--- src/rtl/rsl_scheduler.sv ---
// rsl_scheduler: round-robin arbiter in front of one shared bit-serial right shifter
module rsl_scheduler #(
  parameter int WIDTH = 32,
  parameter int CNT_W = 5
) (
  input  logic             clk,
  input  logic             rst,
  input  logic             req0,
  input  logic             req1,
  input  logic [WIDTH-1:0] a0,
  input  logic [WIDTH-1:0] a1,
  input  logic [CNT_W-1:0] sh0,
  input  logic [CNT_W-1:0] sh1,
  input  logic             ar0,
  input  logic             ar1,
  output logic             gnt0,
  output logic             gnt1,
  output logic             busy,
  output logic             done,
  output logic             done_id,
  output logic [WIDTH-1:0] out
);
  typedef enum logic {IDLE, SHIFT} state_t;
  state_t state;
  logic last, win, ar, id, sel_ar;
  logic [WIDTH-1:0] work, sel_a, shifted;
  logic [CNT_W-1:0] cnt, sel_sh;
  always_comb begin
    win = (req0 & req1) ? ~last : req1;
    sel_a = win ? a1 : a0;
    sel_sh = win ? sh1 : sh0;
    sel_ar = win ? ar1 : ar0;
    shifted = {ar & work[WIDTH-1], work[WIDTH-1:1]};
  end
  always_ff @(posedge clk) begin
    if (rst) begin
      state <= IDLE;
      last <= 1'b1;
      out <= '0;
      done <= 1'b0;
      done_id <= 1'b0;
      gnt0 <= 1'b0;
      gnt1 <= 1'b0;
      busy <= 1'b0;
      work <= '0;
      cnt <= '0;
      ar <= 1'b0;
      id <= 1'b0;
    end else begin
      gnt0 <= 1'b0;
      gnt1 <= 1'b0;
      done <= 1'b0;
      if (state == IDLE) begin
        if (req0 | req1) begin
          gnt0 <= ~win;
          gnt1 <= win;
          last <= win;
          id <= win;
          work <= sel_a;
          cnt <= sel_sh;
          ar <= sel_ar;
          if (sel_sh == '0) begin
            out <= sel_a;
            done <= 1'b1;
            done_id <= win;
          end else begin
            state <= SHIFT;
            busy <= 1'b1;
          end
        end
      end else begin
        work <= shifted;
        cnt <= cnt - 1'b1;
        if (cnt == 1) begin
          out <= shifted;
          done <= 1'b1;
          done_id <= id;
          busy <= 1'b0;
          state <= IDLE;
        end
      end
    end
  end
endmodule

--- config.mk ---
export PLATFORM = sky130hd
export DESIGN_NAME = rsl_scheduler
export DESIGN_NICKNAME = d
export VERILOG_FILES = /design/src/rtl/rsl_scheduler.sv
export SDC_FILE = /design/constraint.sdc
export NUM_CORES = 1
export LEC_CHECK = 0
export CORE_ASPECT_RATIO = 0.75
export CORE_MARGIN = 2
export CORE_UTILIZATION = 53
export CTS_CLUSTER_SIZE = 24
export DETAILED_ROUTE_END_ITERATION = 10
export GPL_TIMING_DRIVEN = 1
export PLACE_DENSITY = 0.87
export SYNTH_ARGS = -nofsm -noshare
export SYNTH_HDL_FRONTEND = slang
export SYNTH_SLANG_ARGS = --single-unit
--- constraint.sdc ---
create_clock -name clk -period 2.6 [get_ports clk]
set_input_delay 0.26 -clock clk [delete_from_list [all_inputs] [get_ports clk]]
set_output_delay 0.26 -clock clk [all_outputs]
set_load 0.02 [all_outputs]
==> results.sh, run 1 <==
export IMPL_outcome="complete, no violations"
export IMPL_worstSetupPathType="input pin to flop"
export IMPL_grt_max_degree=64
export IMPL_insertion_delay_ns=0.34
export IMPL_initial_core_util=0.543
export IMPL_regArea_um2=1540
export IMPL_synth_edf_count=0
export IMPL_track_usage=0.236
export IMPL_drc=0
export IMPL_clkSinkCount=77
export IMPL_hold_viol=0
export IMPL_crit_end="work[20]$_SDFFE_PP0P_"
export IMPL_clock_fmax_mhz=500
export IMPL_reg2regPathDepth=7
export IMPL_crit_path_cell_trace="clkdlybuf4s50_1 -> a21boi_4 -> buf_4 -> mux2i_1 -> o21ai_0 -> a21oi_1"
export IMPL_avgViaCountPerCell=5.37
export IMPL_p_sw_frac=0.272
export IMPL_antenna_found_initial=0
export IMPL_drt_total_wl_um=10200
export IMPL_yosys_warnings=0
export IMPL_numCtsBuffers=9
export IMPL_clkPwrFrac=0.332
export IMPL_cts_root_buffer="clkbuf_8"
export IMPL_vias=3778
export IMPL_slew_limit_headroom=0.337
export IMPL_tns_ns=0
export IMPL_rsz0062_at_grt="no"
export IMPL_drive_gt1_frac=0.0635
export IMPL_core_um2=7880
export IMPL_first_global_vias=3703
export IMPL_dp_cells=687
export IMPL_cp_slowest_cell="clkdlybuf4s50_1"
export IMPL_synth_ff_type="dfxtp_1"
export IMPL_portBuffers=116
export IMPL_peakVddDrop_mv=0.307
export IMPL_cp_startpoint="req1"
export IMPL_cp_data_arrival_time_ns=2.27
export IMPL_cts_buffer_depth=2
export IMPL_nNetsFinal=675
export IMPL_gp_congestion=0.812
export IMPL_cts_tree="built"
export IMPL_synth_seq_cells=77
export IMPL_cap_violations=0
export IMPL_finalNonFillerCells=703
export IMPL_slew_viol_final=0
export IMPL_power_w=0.00303
export IMPL_rows=28
export IMPL_yosysSeqAreaShare=0.360
export IMPL_critPathRequiredTime_ns=2.87
export IMPL_ctsResizeCount=0
export IMPL_comb_power_share=0.235
export IMPL_cp_max_fo=12
export IMPL_fp_dieW_um=108
export IMPL_synth_nets=578
export IMPL_hpwl_um=6970
export IMPL_fin_skew_ns=0.0122
export IMPL_worstSetupEndpointType="flop"
export IMPL_multi_input_area_um2=2560
export IMPL_p_per_area_nw_per_um2=528
export IMPL_drt_iter0_drc=192
export IMPL_cts_setup_buffers=0
export IMPL_min_path_type="input pin to flop"
export IMPL_synth_top_area_share=0.360
export IMPL_post_route_period_util=0.769
export IMPL_p_seq_frac=0.433
export IMPL_period_needed_ns=2.00
export IMPL_syn_inst=496
export IMPL_syn_area_per_cell_um2=8.64
export IMPL_start_kind="input pin"
export IMPL_diodes=0
export IMPL_ys_types=38
export IMPL_clkTransAtPathRegs_ns=0.08
export IMPL_crit_path_max_incr_delay_ns=0.57
export IMPL_nFillCells=597
export IMPL_synth_async_sr_flop_share=0
export IMPL_setup_viol=0
export IMPL_rrSetupSlack_ns=0.75
export IMPL_syn_cell_area_um2=4280
export IMPL_htreeDepth=3
export IMPL_die_y_um=81.9
export IMPL_area_growth_synth_to_final_pct=33.8
export IMPL_r2r_end="out[18]$_SDFFE_PP0P_"
export IMPL_first_pass_iters=4
export IMPL_synth_top_area_cell="dfxtp_1"
export IMPL_switching_power_w=0.000824
export IMPL_worst_pin_slew_ns=0.994
export IMPL_leakage_nw=2.36
export IMPL_internal_power_w=0.00221
export IMPL_io_pins=117
export IMPL_final_core_util=0.727
export IMPL_r2r_start="cnt[1]$_SDFFE_PP0P_"
export IMPL_holdBufCountCts=0
export IMPL_drtAntennaViolNets=0
export IMPL_die_area_um2=8830
export IMPL_synth_area_leaders="dfxtp_1 (36%), mux2i_1 (15%), nand2b_1 (14%)"
export IMPL_overflow=0
export IMPL_grt_pass1_wl_um=16600
export IMPL_wire_per_inst_um=14.5
## per-stage QoR
step	instance area [um2]	hold slack (ns)	setup WS (ns)
2_1_floorplan	4280	0.427	0.934
6_report	5730	0.333	0.600
4_1_cts	5730	0.319	0.637
5_1_grt	5730	0.333	0.476
3_3_place_gp	5510	0.433	0.346
3_5_place_dp	5510	0.439	0.257
## metal layers
metal  GRT usage  part of all wire
met3      0.0667             0.066
met2       0.414              0.47
met4      0.0487            0.0080
met5           0                 0
met1       0.292              0.46
## cells in the final DEF, fill, tap and decap left out, types with 3 or more instances in the layout
cell,n
and2_1,31
clkdlybuf4s50_1,115
inv_1,4
o21ai_0,32
mux2i_1,65
nand2_1,37
mux2_2,6
o21bai_1,32
buf_12,3
nand2b_1,97
nor4_1,3
nor3b_1,3
buf_4,6
clkbuf_8,10
nor2_1,8
a21oi_1,37
dfxtp_1,76
## critical path: cells and delay by family
family	cells	cell delay (ns)
AOI/OAI and AO/OA	3	0.80
buffers and inverters	2	0.91
muxes	1	0.29
## power groups by stage
stage / sequential (W) / combinational, W / clock [W]
finish: 0.00131 / 0.000711 / 0.00101
global route: 0.00132 / 0.000779 / 0.00107
CTS: 0.00131 / 0.000713 / 0.00102
detailed placement: 0.00134 / 0.000709 / 0
global placement: 0.00133 / 0.000684 / 0
floorplan: 0.00135 / 0.000428 / 0
## cells in the mapped netlist, types with 3 or more instances
master	n
mux2_2	6
nor4_1	3
nor2_1	8
dfxtp_1	77
nor3b_1	3
nand2b_1	97
mux2i_1	65
buf_2	7
and2_1	31
o21ai_0	32
buf_6	3
a21oi_1	37
nand2_1	37
o21bai_1	32
clkbuf_1	27
inv_1	4
## cells by family after synthesis
group	synth area share
flip-flops	0.360
multiplexers	0.168
adder cells (fa/ha/maj)	0.00584
AO/OA/AOI/OAI	0.156
buffers and inverters	0.0467
AND/OR/NAND/NOR	0.264
## area by class of cell
class,count,share of cell area
tap,105,0.0229
multi-input combinational,376,0.446
clock buffer,11,0.0247
timing repair buffer,125,0.220
inverter,4,0.00262
clock inverter,5,0.0146
sequential,77,0.269
## sequential cells by signal, indices dropped and copies added, names as in the netlist
name	cells
gnt1	1
state	1
done_id	1
busy	1
gnt0	1
cnt	5
work	31
id	1
out	32
done	1
last	1
ar	1
## worst min path at each step
stage                                from               endpoint  slack, ns  cells past startpoint
finish                                rst   work[4]$_SDFFE_PP0P_       0.33                      2
global route                          rst   work[4]$_SDFFE_PP0P_       0.33                      2
CTS                                   rst   work[8]$_SDFFE_PP0P_       0.32                      2
detailed placement  work[15]$_SDFFE_PP0P_  work[15]$_SDFFE_PP0P_       0.44                      2
global placement     work[6]$_SDFFE_PP0P_   work[6]$_SDFFE_PP0P_       0.43                      2
floorplan           work[10]$_SDFFE_PP0P_  work[10]$_SDFFE_PP0P_       0.43                      2
Note: power is estimated with default switching activity, not from simulation.
==> inputs of run 2 (changes only) <==
--- a/config.mk
+++ b/config.mk
@@ -7,11 +7,11 @@
 export LEC_CHECK = 0
 export CORE_ASPECT_RATIO = 0.75
 export CORE_MARGIN = 2
-export CORE_UTILIZATION = 53
+export CORE_UTILIZATION = 49
 export CTS_CLUSTER_SIZE = 24
 export DETAILED_ROUTE_END_ITERATION = 10
 export GPL_TIMING_DRIVEN = 1
-export PLACE_DENSITY = 0.87
+export PLACE_DENSITY = 0.81
 export SYNTH_ARGS = -nofsm -noshare
 export SYNTH_HDL_FRONTEND = slang
 export SYNTH_SLANG_ARGS = --single-unit
==> constraint.sdc (replaced) <==
create_clock -name clk -period 1.9 [get_ports clk]
set_input_delay 0.19 -clock clk [delete_from_list [all_inputs] [get_ports clk]]
set_output_delay 0.19 -clock clk [all_outputs]
set_load 0.02 [all_outputs]
==> run 2 against run 1 <==
  * Critical path type unchanged
  * Register-to-register slack got worse by 0.64 ns
  * Die area rose by 7.8%
  * Global-route usage fell by 0.82 points
  * Largest cell class unchanged
  * Worst hold slack got worse by 0.15 ns
==> results.sh, run 2 (same netlist as run 1, synthesis figures left out) <==
export IMPL_cts_buffer_depth=2
export IMPL_avgViaCountPerCell=5.30
export IMPL_top_regs="out: 32 flops, work: 31 flops, cnt: 5 flops"
export IMPL_worst_pin_slew_ns=0.417
export IMPL_start_kind="input pin"
export IMPL_leakage_nw=2.51
export IMPL_portBuffers=116
export IMPL_hpwl_um=7250
export IMPL_clock_fmax_mhz=560
export IMPL_dp_cells=704
export IMPL_cp_data_arrival_time_ns=2.04
export IMPL_grt_use_met3=0.0636
export IMPL_multi_input_area_um2=2560
export IMPL_die_y_um=85.0
export IMPL_clkSinkCount=77
export IMPL_outcome="complete, no violations"
export IMPL_layout_common_cells="clkdlybuf4s50_1 (115), nand2b_1 (97), dfxtp_1 (76)"
export IMPL_largest_reg_flops=32
export IMPL_antenna_found_initial=0
export IMPL_fp_dieW_um=112
export IMPL_p_seq_frac=0.387
export IMPL_use_met2=0.387
export IMPL_drtAntennaViolNets=0
export IMPL_htreeDepth=3
export IMPL_grt_use_met1=0.294
export IMPL_layout_commonest_cell="clkdlybuf4s50_1"
export IMPL_die_area_um2=9510
export IMPL_core_um2=8490
export IMPL_internal_power_w=0.00344
export IMPL_drc=0
export IMPL_drt_total_wl_um=10800
export IMPL_grt_pass1_wl_um=17900
export IMPL_top_register="out"
export IMPL_cap_violations=0
export IMPL_track_usage=0.228
export IMPL_slew_viol_final=0
export IMPL_nNetsFinal=691
export IMPL_area_growth_synth_to_final_pct=40.8
export IMPL_finalNonFillerCells=722
export IMPL_gp_congestion=0.794
export IMPL_io_pins=117
export IMPL_comb_power_share=0.222
export IMPL_insertion_delay_ns=0.34
export IMPL_final_core_util=0.710
export IMPL_hold_viol=0
export IMPL_min_path_type="input pin to flop"
export IMPL_fin_skew_ns=0.00700
export IMPL_rows=29
export IMPL_switching_power_w=0.00122
export IMPL_clkTransAtPathRegs_ns=0.06
export IMPL_peakVddDrop_mv=0.475
export IMPL_nFillCells=648
export IMPL_diodes=0
export IMPL_drt_iter0_drc=198
export IMPL_holdBufCountCts=0
export IMPL_drive_gt1_frac=0.0896
export IMPL_cts_root_buffer="clkbuf_16"
export IMPL_p_per_area_nw_per_um2=772
export IMPL_regArea_um2=1540
export IMPL_critPathRequiredTime_ns=2.16
export IMPL_rsz0062_at_grt="no"
export IMPL_initial_core_util=0.505
export IMPL_grt_max_degree=59
export IMPL_period_needed_ns=1.79
export IMPL_top_usage_layer="met2"
export IMPL_overflow=0
export IMPL_slew_limit_headroom=0.722
export IMPL_numCtsBuffers=9
export IMPL_clkPwrFrac=0.391
export IMPL_worstSetupEndpointType="flop"
export IMPL_vias=3824
export IMPL_first_pass_iters=4
export IMPL_setup_viol=0
export IMPL_first_global_vias=3776
export IMPL_p_sw_frac=0.262
export IMPL_cts_tree="built"
export IMPL_cp_max_fo=16
export IMPL_worstSetupPathType="input pin to flop"
export IMPL_post_route_period_util=0.940
export IMPL_wire_per_inst_um=15.0
-- run 2: per-layer routing --
layer	vias to the layer above	share of wire
met5	-	0
met2	117	0.46
met4	0	0.013
met1	1779	0.46
li1	1912	-
met3	16	0.065
-- run 2: power groups by stage --
| stage | registers (W) | clock network [W] | logic, W |
|---|---|---|---|
| finish | 0.00180 | 0.00182 | 0.00103 |
| global route | 0.00182 | 0.00191 | 0.00113 |
| CTS | 0.00180 | 0.00183 | 0.00102 |
| detailed placement | 0.00183 | 0 | 0.00101 |
| global placement | 0.00183 | 0 | 0.000989 |
| floorplan | 0.00185 | 0 | 0.000586 |
-- run 2: cell type report --
class,instances,share of cell area
well taps,108,0.0224
inverters,4,0.00249
multi-input cells,376,0.424
clock inverters,6,0.0145
flip-flops and latches,77,0.256
repair buffers,141,0.242
clock buffers,10,0.0380
-- run 2: timing repair --
| action | CTS | global route |
|---|---|---|
| buffers inserted | 0 | 1 |
| hold endpoints to repair | 0 | 0 |
| setup endpoints to repair | 0 | 15 |
| gates resized for setup | 0 | 1 |
-- run 2: worst paths after layout --
kind / slack (ns) / cells after the start / startpoint / end
hold / removal: 0.18 / 2 / rst / work[10]$_SDFFE_PP0P_
setup reg to reg: 0.11 / 8 / cnt[1]$_SDFFE_PP0P_ / out[23]$_SDFFE_PP0P_
hold reg to reg: 0.45 / 2 / work[12]$_SDFFE_PP0P_ / work[12]$_SDFFE_PP0P_
setup / recovery: 0.11 / 8 / req0 / out[23]$_SDFFE_PP0P_
-- run 2: metrics by stage --
stage,hold slack (ns),power [W],instance area (um2),setup WS [ns],setup TNS [ns]
2_1_floorplan,0.395,0.00243,4280,0.234,0
3_5_place_dp,0.441,0.00285,5680,-0.105,-2.82
5_1_grt,0.198,0.00486,6030,0.0105,0
4_1_cts,0.181,0.00466,6000,0.0654,0
6_report,0.179,0.00465,6030,0.113,0
3_3_place_gp,0.433,0.00282,5680,-0.0287,-0.819
-- run 2: worst max-delay path, cell delays in order --
cell and delay (ns):
clkdlybuf4s50_1 0.61, a21boi_4 0.11, buf_12 0.16, and4b_1 0.21
nor3_4 0.18, buf_4 0.17, clkbuf_16 0.21, mux2i_1 0.20
==> inputs of run 3 (changes only) <==
--- a/config.mk
+++ b/config.mk
@@ -5,13 +5,14 @@
 export SDC_FILE = /design/constraint.sdc
 export NUM_CORES = 1
 export LEC_CHECK = 0
-export CORE_ASPECT_RATIO = 0.75
+export CORE_ASPECT_RATIO = 1.4
 export CORE_MARGIN = 2
 export CORE_UTILIZATION = 49
 export CTS_CLUSTER_SIZE = 24
 export DETAILED_ROUTE_END_ITERATION = 10
 export GPL_TIMING_DRIVEN = 1
 export PLACE_DENSITY = 0.81
+export RECOVER_POWER = 50
 export SYNTH_ARGS = -nofsm -noshare
 export SYNTH_HDL_FRONTEND = slang
 export SYNTH_SLANG_ARGS = --single-unit
==> run 3 against run 2 <==
  * Register-to-register slack improved by 0.04 ns
  * Via count rose by 0.21%
  * Die area barely moved
  * Clock power barely moved
  * First-iteration DRC count rose by 6.1%
  * Cell count fell by 0.42%
  * Fmax rose by 1.4%
  * Global-route usage fell by 0.43 points
  * Largest power group unchanged
==> results.sh, run 3 (same netlist as run 1, synthesis figures left out) <==
export IMPL_tns_ns=0
export IMPL_peakVddDrop_mv=0.642
export IMPL_slew_limit_headroom=0.612
export IMPL_rsz0062_at_grt="no"
export IMPL_critPathRequiredTime_ns=2.17
export IMPL_drtAntennaViolNets=0
export IMPL_drt_iter0_drc=210
export IMPL_htreeDepth=3
export IMPL_worstSetupEndpointType="flop"
export IMPL_cp_data_arrival_time_ns=2.03
export IMPL_worst_pin_slew_ns=0.582
export IMPL_portBuffers=116
export IMPL_dp_cells=703
export IMPL_drc=0
export IMPL_grt_max_degree=87
export IMPL_slew_viol_final=0
export IMPL_area_growth_synth_to_final_pct=40.3
export IMPL_cts_tree="built"
export IMPL_setup_viol=0
export IMPL_fp_dieW_um=83.0
export IMPL_drive_gt1_frac=0.0863
export IMPL_first_global_vias=3776
export IMPL_p_per_area_nw_per_um2=776
export IMPL_cts_root_buffer="clkbuf_16"
export IMPL_layout_common_cells="nand2b_1 (97), clkdlybuf4s50_1 (77), dfxtp_1 (76)"
export IMPL_clock_fmax_mhz=568
export IMPL_wire_per_inst_um=14.6
export IMPL_clkSinkCount=77
export IMPL_hpwl_um=7300
export IMPL_io_pins=117
export IMPL_fin_skew_ns=0.00660
export IMPL_rows=40
export IMPL_avgViaCountPerCell=5.33
export IMPL_holdBufCountCts=0
export IMPL_drt_total_wl_um=10500
export IMPL_hold_viol=0
export IMPL_final_core_util=0.702
export IMPL_outcome="complete, no violations"
export IMPL_core_um2=8560
export IMPL_layout_commonest_cell="nand2b_1"
export IMPL_period_needed_ns=1.76
export IMPL_track_usage=0.223
export IMPL_leakage_nw=2.63
export IMPL_top_register="out"
export IMPL_min_path_type="input pin to flop"
export IMPL_worstSetupPathType="input pin to flop"
export IMPL_finalNonFillerCells=719
export IMPL_cp_max_fo=21
export IMPL_start_kind="input pin"
export IMPL_largest_reg_flops=32
export IMPL_diodes=0
export IMPL_post_route_period_util=0.927
export IMPL_vias=3832
export IMPL_nNetsFinal=691
export IMPL_overflow=0
export IMPL_die_area_um2=9520
export IMPL_antenna_found_initial=0
export IMPL_first_pass_iters=4
export IMPL_numCtsBuffers=9
export IMPL_clkTransAtPathRegs_ns=0.06
export IMPL_top_regs="out: 32 flops, work: 31 flops, cnt: 5 flops"
export IMPL_gp_congestion=0.784
export IMPL_initial_core_util=0.501
export IMPL_cap_violations=0
export IMPL_die_y_um=115
export IMPL_grt_pass1_wl_um=17400
export IMPL_insertion_delay_ns=0.34
export IMPL_cts_buffer_depth=2
[run 3: changes by cell type in the layout (fill, tap and decap cells not counted), sizes merged]
cell           before  now
buf                25   24
clkinv              1    2
inv                 4    5
clkinvlp            3    2
clkdlybuf4s50     115   77
dlygate4sd3         0   38
[run 3: power breakdown]
group          leakage [nW]  switching (W)  internal (W)
Sequential            0.630      0.0000654       0.00173
Clock                 0.152       0.000699       0.00115
Combinational          1.85       0.000467      0.000545
[run 3: repair_timing]
item	CTS	global route
setup buffers	0	0
setup endpoints to repair	0	5
gates resized for setup	0	1
[run 3: metrics by stage]
stage | power, W | hold WS [ns] | area, um2 | setup WS [ns]
global route | 0.00488 | 0.369 | 6010 | 0.0361
floorplan | 0.00243 | 0.395 | 4280 | 0.234
CTS | 0.00472 | 0.333 | 6010 | 0.0514
detailed placement | 0.00286 | 0.442 | 5690 | -0.0910
finish | 0.00466 | 0.350 | 6010 | 0.139
global placement | 0.00282 | 0.434 | 5690 | -0.0398
[run 3: path summary, 6_finish.rpt]
check	start	endpoint	slack, ns	depth (start not counted)
setup reg to reg	cnt[1]$_SDFFE_PP0P_	out[27]$_SDFFE_PP0P_	0.15	7
hold reg to reg	work[18]$_SDFFE_PP0P_	work[18]$_SDFFE_PP0P_	0.45	2
hold / removal	rst	cnt[2]$_SDFFE_PP0P_	0.35	2
setup / recovery	req1	out[27]$_SDFFE_PP0P_	0.14	7
[run 3: worst max-delay path: stages]
cell and delay [ns]:
dlygate4sd3_1 0.59, a21boi_4 0.23, clkbuf_1 0.19, nor4b_4 0.08, nor3_4 0.27, buf_12 0.24, mux2i_1 0.21
[run 3: cell type report]
cell class | count | area (um2)
multi-input combinational | 376 | 2560
clock buffer | 9 | 225
tap | 105 | 131
timing repair buffer | 141 | 1440
sequential | 77 | 1540
inverter | 4 | 15.0
fill | 671 | 2550
clock inverter | 7 | 97.6
[run 3: metal layers]
layer  track usage  vias to the layer above  share of wire
met1         0.264                     1809           0.41
met2         0.393                       93           0.52
li1              -                     1918              -
met4        0.0710                        0          0.015
met5             0                        -              0
met3        0.0598                       12          0.048
